--- src/rtl/i2c_arb_pkg.sv ---
// Shared definitions for the I2C bus arbiter: FSM state encoding, the
// address/data widths of the byte-level master, and the timer width helper.
package i2c_arb_pkg;

    localparam int ADDR_W = 7;
    localparam int DATA_W = 8;

    typedef enum logic [1:0] {
        IDLE   = 2'd0,
        ISSUE  = 2'd1,
        BUSY   = 2'd2,
        FINISH = 2'd3
    } arb_state_t;

    // The timer must be able to hold the larger of the two timeout limits.
    function automatic int timer_width(input int accept_to, input int xfer_to);
        return $clog2(((accept_to > xfer_to) ? accept_to : xfer_to) + 1);
    endfunction

endpackage

--- src/rtl/i2c_bus_arbiter_if.sv ---
// Command/response link between the arbiter and the byte-level I2C master.
//   m_enable, m_rw, m_addr, m_wdata : command toward the I2C master
//   m_ready, m_rdata                : status and read byte from the I2C master
// modport master : the arbiter side (drives the command)
// modport slave  : the I2C master side (drives ready and read data)
interface i2c_bus_arbiter_if;
    import i2c_arb_pkg::*;

    logic              m_enable;
    logic              m_rw;
    logic [ADDR_W-1:0] m_addr;
    logic [DATA_W-1:0] m_wdata;
    logic              m_ready;
    logic [DATA_W-1:0] m_rdata;

    modport master (
        output m_enable, m_rw, m_addr, m_wdata,
        input  m_ready, m_rdata
    );

    modport slave (
        input  m_enable, m_rw, m_addr, m_wdata,
        output m_ready, m_rdata
    );

endinterface

--- src/rtl/i2c_bus_arbiter_rr_pick.sv ---
// Combinational round-robin picker: returns the first set request at or
// after ptr, wrapping modulo N.
//   req    : request vector
//   ptr    : search start index
//   onehot : one-hot of the selected request (all zero when none)
//   idx    : binary index of the selected request
//   any    : at least one request is pending
module i2c_rr_pick #(
    parameter int N = 4
) (
    input  logic [N-1:0]         req,
    input  logic [$clog2(N)-1:0] ptr,
    output logic [N-1:0]         onehot,
    output logic [$clog2(N)-1:0] idx,
    output logic                 any
);
    localparam int IW = $clog2(N);

    always_comb begin
        onehot = '0;
        idx    = '0;
        any    = 1'b0;
        for (int k = 0; k < N; k++) begin
            if (!any && req[(int'(ptr) + k) % N]) begin
                any                             = 1'b1;
                idx                             = IW'((int'(ptr) + k) % N);
                onehot[(int'(ptr) + k) % N]     = 1'b1;
            end
        end
    end

endmodule

--- src/rtl/i2c_bus_arbiter.sv ---
// Round-robin arbiter sharing one byte-level I2C master among N_REQ clients.
//   clk, rst_n                         : system clock, async active-low reset
//   req, req_rw, req_addr, req_wdata   : per-client request level and command
//   gnt                                : one-hot, high while a client owns the master
//   done, err                          : one-cycle completion pulse, timeout flag
//   rdata                              : last read byte, held until next completion
//   bus                                : command/status link to the I2C master
//
// state  | meaning
// IDLE   | waiting for a request while the master reports ready
// ISSUE  | m_enable held until the master drops ready (accept)
// BUSY   | transfer in flight, waiting for ready to return
// FINISH | one-cycle done/err pulse, pointer advances
module i2c_bus_arbiter
    import i2c_arb_pkg::*;
#(
    parameter int N_REQ          = 4,
    parameter int ACCEPT_TIMEOUT = 1024,
    parameter int XFER_TIMEOUT   = 65535
) (
    input  logic                     clk,
    input  logic                     rst_n,
    input  logic [N_REQ-1:0]         req,
    input  logic [N_REQ-1:0]         req_rw,
    input  logic [ADDR_W*N_REQ-1:0]  req_addr,
    input  logic [DATA_W*N_REQ-1:0]  req_wdata,
    output logic [N_REQ-1:0]         gnt,
    output logic [N_REQ-1:0]         done,
    output logic                     err,
    output logic [DATA_W-1:0]        rdata,
    i2c_bus_arbiter_if.master        bus
);
    localparam int IW = $clog2(N_REQ);
    localparam int TW = timer_width(ACCEPT_TIMEOUT, XFER_TIMEOUT);

    arb_state_t        state, state_nxt;
    logic [TW-1:0]     timer, timer_nxt;
    logic              err_flag, err_nxt;
    logic              latch, capture;
    logic              ready_meta, ready_s;
    logic [IW-1:0]     ptr, idx;
    logic [N_REQ-1:0]  owner;
    logic [N_REQ-1:0]  pick_onehot;
    logic [IW-1:0]     pick_idx;
    logic              pick_any;
    logic              cmd_rw;
    logic [ADDR_W-1:0] cmd_addr;
    logic [DATA_W-1:0] cmd_wdata;

    i2c_rr_pick #(.N(N_REQ)) u_pick (
        .req    (req),
        .ptr    (ptr),
        .onehot (pick_onehot),
        .idx    (pick_idx),
        .any    (pick_any)
    );

    always_comb begin
        state_nxt = state;
        timer_nxt = timer;
        err_nxt   = err_flag;
        latch     = 1'b0;
        capture   = 1'b0;
        case (state)
            IDLE: begin
                if (pick_any && ready_s) begin
                    state_nxt = ISSUE;
                    latch     = 1'b1;
                    timer_nxt = '0;
                    err_nxt   = 1'b0;
                end
            end
            ISSUE: begin
                if (!ready_s) begin
                    state_nxt = BUSY;
                    timer_nxt = '0;
                end else if (timer == TW'(ACCEPT_TIMEOUT - 1)) begin
                    state_nxt = FINISH;
                    err_nxt   = 1'b1;
                    timer_nxt = '0;
                end else begin
                    timer_nxt = timer + TW'(1);
                end
            end
            BUSY: begin
                if (ready_s) begin
                    state_nxt = FINISH;
                    capture   = cmd_rw;
                    timer_nxt = '0;
                end else if (timer == TW'(XFER_TIMEOUT - 1)) begin
                    state_nxt = FINISH;
                    err_nxt   = 1'b1;
                    timer_nxt = '0;
                end else begin
                    timer_nxt = timer + TW'(1);
                end
            end
            FINISH: begin
                state_nxt = IDLE;
            end
            default: state_nxt = IDLE;
        endcase
    end

    always_ff @(posedge clk or negedge rst_n) begin
        if (!rst_n) begin
            ready_meta <= 1'b0;
            ready_s    <= 1'b0;
            state      <= IDLE;
            timer      <= '0;
            err_flag   <= 1'b0;
            ptr        <= '0;
            idx        <= '0;
            owner      <= '0;
            cmd_rw     <= 1'b0;
            cmd_addr   <= '0;
            cmd_wdata  <= '0;
            rdata      <= '0;
        end else begin
            ready_meta <= bus.m_ready;
            ready_s    <= ready_meta;
            state      <= state_nxt;
            timer      <= timer_nxt;
            err_flag   <= err_nxt;
            if (latch) begin
                idx       <= pick_idx;
                owner     <= pick_onehot;
                cmd_rw    <= req_rw[pick_idx];
                cmd_addr  <= req_addr[ADDR_W*int'(pick_idx) +: ADDR_W];
                cmd_wdata <= req_wdata[DATA_W*int'(pick_idx) +: DATA_W];
            end
            if (capture) begin
                rdata <= bus.m_rdata;
            end
            // Moving past the served client keeps it from being re-picked
            // ahead of anyone else still waiting.
            if (state == FINISH) begin
                ptr <= (idx == IW'(N_REQ - 1)) ? '0 : idx + IW'(1);
            end
        end
    end

    // Handshake outputs are decodes of the async-reset state register, so
    // they drop the moment rst_n asserts.
    assign gnt  = (state == ISSUE || state == BUSY) ? owner : '0;
    assign done = (state == FINISH) ? owner : '0;
    assign err  = (state == FINISH) && err_flag;

    assign bus.m_enable = (state == ISSUE);
    assign bus.m_rw     = cmd_rw;
    assign bus.m_addr   = cmd_addr;
    assign bus.m_wdata  = cmd_wdata;

endmodule

--- src/flat_wrapper.sv ---
// flat-port wrapper written by rule: the top's interface ports become plain ports
module i2c_bus_arbiter_flat import i2c_arb_pkg::*;
#(
    parameter int N_REQ          = 4,
    parameter int ACCEPT_TIMEOUT = 1024,
    parameter int XFER_TIMEOUT   = 65535
)
  (clk, rst_n, req, req_rw, req_addr, req_wdata, gnt, done, err, rdata, bus_m_enable, bus_m_rw, bus_m_addr, bus_m_wdata, bus_m_ready, bus_m_rdata);
  i2c_bus_arbiter_if bus_i ();
  input  logic clk;
  input  logic rst_n;
  input  logic [N_REQ-1:0] req;
  input  logic [N_REQ-1:0] req_rw;
  input  logic [ADDR_W*N_REQ-1:0] req_addr;
  input  logic [DATA_W*N_REQ-1:0] req_wdata;
  output logic [N_REQ-1:0] gnt;
  output logic [N_REQ-1:0] done;
  output logic err;
  output logic [DATA_W-1:0] rdata;
  output wire logic [$bits(bus_i.m_enable)-1:0] bus_m_enable;
  output wire logic [$bits(bus_i.m_rw)-1:0] bus_m_rw;
  output wire logic [$bits(bus_i.m_addr)-1:0] bus_m_addr;
  output wire logic [$bits(bus_i.m_wdata)-1:0] bus_m_wdata;
  input wire logic [$bits(bus_i.m_ready)-1:0] bus_m_ready;
  input wire logic [$bits(bus_i.m_rdata)-1:0] bus_m_rdata;
  assign bus_m_enable = bus_i.m_enable;
  assign bus_m_rw = bus_i.m_rw;
  assign bus_m_addr = bus_i.m_addr;
  assign bus_m_wdata = bus_i.m_wdata;
  assign bus_i.m_ready = bus_m_ready;
  assign bus_i.m_rdata = bus_m_rdata;
  i2c_bus_arbiter #(.N_REQ(N_REQ), .ACCEPT_TIMEOUT(ACCEPT_TIMEOUT), .XFER_TIMEOUT(XFER_TIMEOUT)) u_core (.clk(clk), .rst_n(rst_n), .req(req), .req_rw(req_rw), .req_addr(req_addr), .req_wdata(req_wdata), .gnt(gnt), .done(done), .err(err), .rdata(rdata), .bus(bus_i));
endmodule
--- config.mk ---
export PLATFORM = sky130hd
export DESIGN_NAME = i2c_bus_arbiter_flat
export DESIGN_NICKNAME = d
export VERILOG_FILES = /design/src/rtl/i2c_arb_pkg.sv /design/src/rtl/i2c_bus_arbiter_if.sv /design/src/rtl/i2c_bus_arbiter_rr_pick.sv /design/src/rtl/i2c_bus_arbiter.sv /design/src/flat_wrapper.sv
export SDC_FILE = /design/constraint.sdc
export NUM_CORES = 1
export LEC_CHECK = 0
export CAP_MARGIN = 30
export CORE_MARGIN = 2
export CORE_UTILIZATION = 42
export DETAILED_ROUTE_END_ITERATION = 12
export PLACE_DENSITY = 0.86
export SYNTH_ARGS = -nofsm -noshare
export SYNTH_HDL_FRONTEND = slang
export SYNTH_HIERARCHICAL = 1
export SYNTH_SLANG_ARGS = --single-unit
--- constraint.sdc ---
create_clock -name clk -period 3.46 [get_ports clk]
set_input_delay 0.519 -clock clk [delete_from_list [all_inputs] [get_ports clk]]
set_output_delay 0.519 -clock clk [all_outputs]
set_load 0.01 [all_outputs]
==> key figures <==
Route
  – DRT Pass-1 Iters: 4
  – Vias: 2,686
  – WL/cell: 16.32 microns
  – DRC: 0
  – Routed Antenna Nets: 0
  – Total wire length: 7962 microns
  – Number of DRC violations after detailed-routing iteration 0: 116
  – Vias per inst: 5.504

Worst setup path
  – R2r endpoint: u_core/bus.m_wdata[6]
  – Cell mode on critical path: mux4_2
  – Setup slack, reg-to-reg: 340 ps
  – Crit-path leading delay family: multiplexers
  – Arr. time, crit path: 3360 ps
  – Crit. path cell count: 6
  – CP required: 3650 ps
  – R2r startpoint: u_core/ptr[0]
  – Startpoint types: input port
  – Max incr delay on CP: 750 ps
  – Crit path buf inv count: 1
  – Worst Path Max Fanout: 17
  – Cell Chain, Critical Path: clkdlybuf4s50_1, mux4_2, nor3_1, a32o_1, mux4_2, mux2_2
  – Slowest CP cell: a32o_1
  – Reg2Reg Depth: 6
  – Crit end category: register
  – Category of the most critical setup path: input port to register

Yosys
  – Synth warn: 6
  – Post-Syn Nets: 359
  – Synth cell types: 57
  – Synth top area cells: dfrtp_1, mux4_2, mux2_2
  – Seq/Total Area, Yosys: 0.4006
  – Post-synth top area share: 0.4006
  – Avg Cell Area, Syn: 12.35 sq um
  – Gate count of the mapped netlist: 268
  – Mapped cell area: 0.003311 sq mm
  – Number of synthesized register bits: 53
  – Top-count cell post-synth: dfrtp_1
  – Share of synthesized flip-flops with an asynchronous set or reset: 1.000
  – Top FF cell, synth: dfrtp_1
  – Number of flops mapped to enable cells by yosys: 0
  – Cell accounting for the most synthesized area: dfrtp_1
  – Commonest cells in the netlist: dfrtp_1, mux2_2, mux4_2

Clock tree
  – PostCTS Resize Cnt: 0
  – Worst-skew pair later-pin latency: 310 ps
  – CTS Buf Count: 5
  – Clock Pin Slew Worst Setup and Hold Paths: 100 ps
  – CTS tree: done
  – H-tree depth: 2
  – CTS hold repair buffers: 0
  – Clk buf depth: 2
  – Root Buffer: clkbuf_8
  – Total setup buffers inserted after CTS: 0
  – Number of clock sinks: 53

Finish
  – Nets: 476
  – # fillers: 599
  – Fraction of layout cells with a size suffix above 1: 0.2280
  – Post-Layout Cell Count: 488
  – Antenna cells: 0
  – Design Area, Final: 0.004690 sq mm
  – Layout area overhead: 41.65%

Place
  – Final Wtd Congestion: 0.8656
  – Placed Area: 0.004579 sq mm
  – IO buf count: 112
  – Placed Cells incl. Taps: 479
  – Setup slack at placement: -29.46 ps
  – Post-DP HPWL: 6286 microns

Status
  – Status: finished clean

Floorplan
  – Site Rows: 32
  – Io pins: 113
  – Die span in y: 92.79 microns
  – Initial core utilization: 0.4307
  – Die area: 0.008609 sq mm
  – Die X: 92.79 microns
  – Core footprint: 0.007687 sq mm

Pwr
  – Tot Pwr: 0.003891 W
  – Internal power: 0.002370 W
  – Switching part of the total: 0.3910
  – VDD IR max: 463.9 uV
  – Clk pwr share: 0.092
  – P_leak: 1.875 nW
  – Pwr dens: 829.7 mW/mm^2
  – Flop pwr share: 0.252
  – P_sw: 0.001522 W
  – Share of power burned in combinational logic: 0.656

STA
  – Slew headroom: 0.4617
  – Hold Vio Cnt, Final: 0
  – Setup violations, final: 0
  – Actual slew at the worst max-slew pin: 807.4 ps
  – Fin. max-slew vios: 0
  – Post-route clock period utilization: 0.9150
  – Worst Clk Skew: 7.922 ps
  – Min cycle time layout: 3166 ps
  – RSZ-0062 raised after global routing: false
  – Fmax: 315.9 MHz
  – Final worst slack: 294.0 ps

Worst hold path
  – Hold crit path type: input port to asynchronous set/reset pin

GRT
  – Initial antenna violation count: 0
  – Largest net degree at the start of global routing: 43
  – Vias in the first global route: 2,840
  – Total Routing Usage GR: 0.1926
  – Global-route wire length before repair: 13,380 microns
  – Gr ovfl total: 0

Flow run
  – Max_cap viols: 0
-- power groups by stage --
| stage | logic [W] | clock network (W) | registers (W) |
|---|---|---|---|
| floorplan | 0.00162 | 0 | 0.00104 |
| global placement | 0.00247 | 0 | 0.000981 |
| detailed placement | 0.00255 | 0 | 0.000991 |
| CTS | 0.00257 | 0.000365 | 0.000982 |
| global route | 0.00276 | 0.000389 | 0.00101 |
| finish | 0.00255 | 0.000358 | 0.000980 |
-- worst register-to-register path, cell delays in order (launching register included) --
cell and delay [ps]:
dfrtp_1 390, buf_4 230, mux4_2 650, nor3_1 290
a32o_1 750, mux4_2 430, mux2_2 270
-- state kept, by name, indices dropped and copies added, names as in the netlist, 2 cells and up --
register and cells:
u_core/ptr 2, u_core/bus.m_wdata 8, u_core/timer 16, u_core/rdata 8, u_core/idx 2, u_core/state 2, u_core/bus.m_addr 7, u_core/owner 4
-- routing by layer --
layer / vias to the layer above / track usage / share of wire
li1: 1249 / - / -
met1: 1325 / 0.2309 / 0.38
met2: 99 / 0.3563 / 0.55
met3: 13 / 0.04475 / 0.057
met4: 0 / 0.03186 / 0.011
met5: - / 0 / 0
-- layout by cell type, fill, tap and decap left out, types with 9 or more instances in the layout --
cell / n
mux4_2: 18
nor2_1: 16
ha_1: 12
mux2_2: 33
and2_1: 9
dfrtp_1: 53
clkdlybuf4s50_1: 111
o21ai_0: 9
nand2_1: 16
-- worst max-delay path by stage --
stage / start / end
4_1_cts: req[3] / u_core/bus.m_wdata[6]
3_3_place_gp: req[3] / u_core/bus.m_addr[0]
2_1_floorplan: u_core/ptr[0] / u_core/bus.m_addr[0]
3_5_place_dp: req[3] / u_core/bus.m_wdata[6]
6_report: req[3] / u_core/bus.m_wdata[6]
5_1_grt: req[0] / u_core/bus.m_addr[2]
-- cell type report --
type	instances	area, sq um	area share
inverter	8	30.03	0.006403
sequential	53	1326	0.2828
multi-input combinational	196	1907	0.4066
clock inverter	3	21.27	0.004536
clock buffer	5	68.82	0.01467
tap	102	127.6	0.02721
timing repair buffer	121	1209	0.2577
-- logic make-up (layout without fill, tap and decap cells) --
family,Yosys count,after routing,synth area share
xor+xnor,7,7,0.01852
flops,53,53,0.4006
simple gates,76,76,0.1376
fa+ha+maj,12,12,0.04535
buf+inv,19,137,0.02759
compound gates,45,45,0.1104
mux,56,56,0.2600
-- per-stage QoR --
step	util	hold slack (ps)	TNS, ps
2_1_floorplan	-	223.4	0
3_3_place_gp	0.5957	335.4	0
3_5_place_dp	0.5957	357.7	-283.6
4_1_cts	0.6074	371.0	0
5_1_grt	0.6100	52.55	0
6_report	0.6100	45.43	0
(Power assumes the default switching activity.)
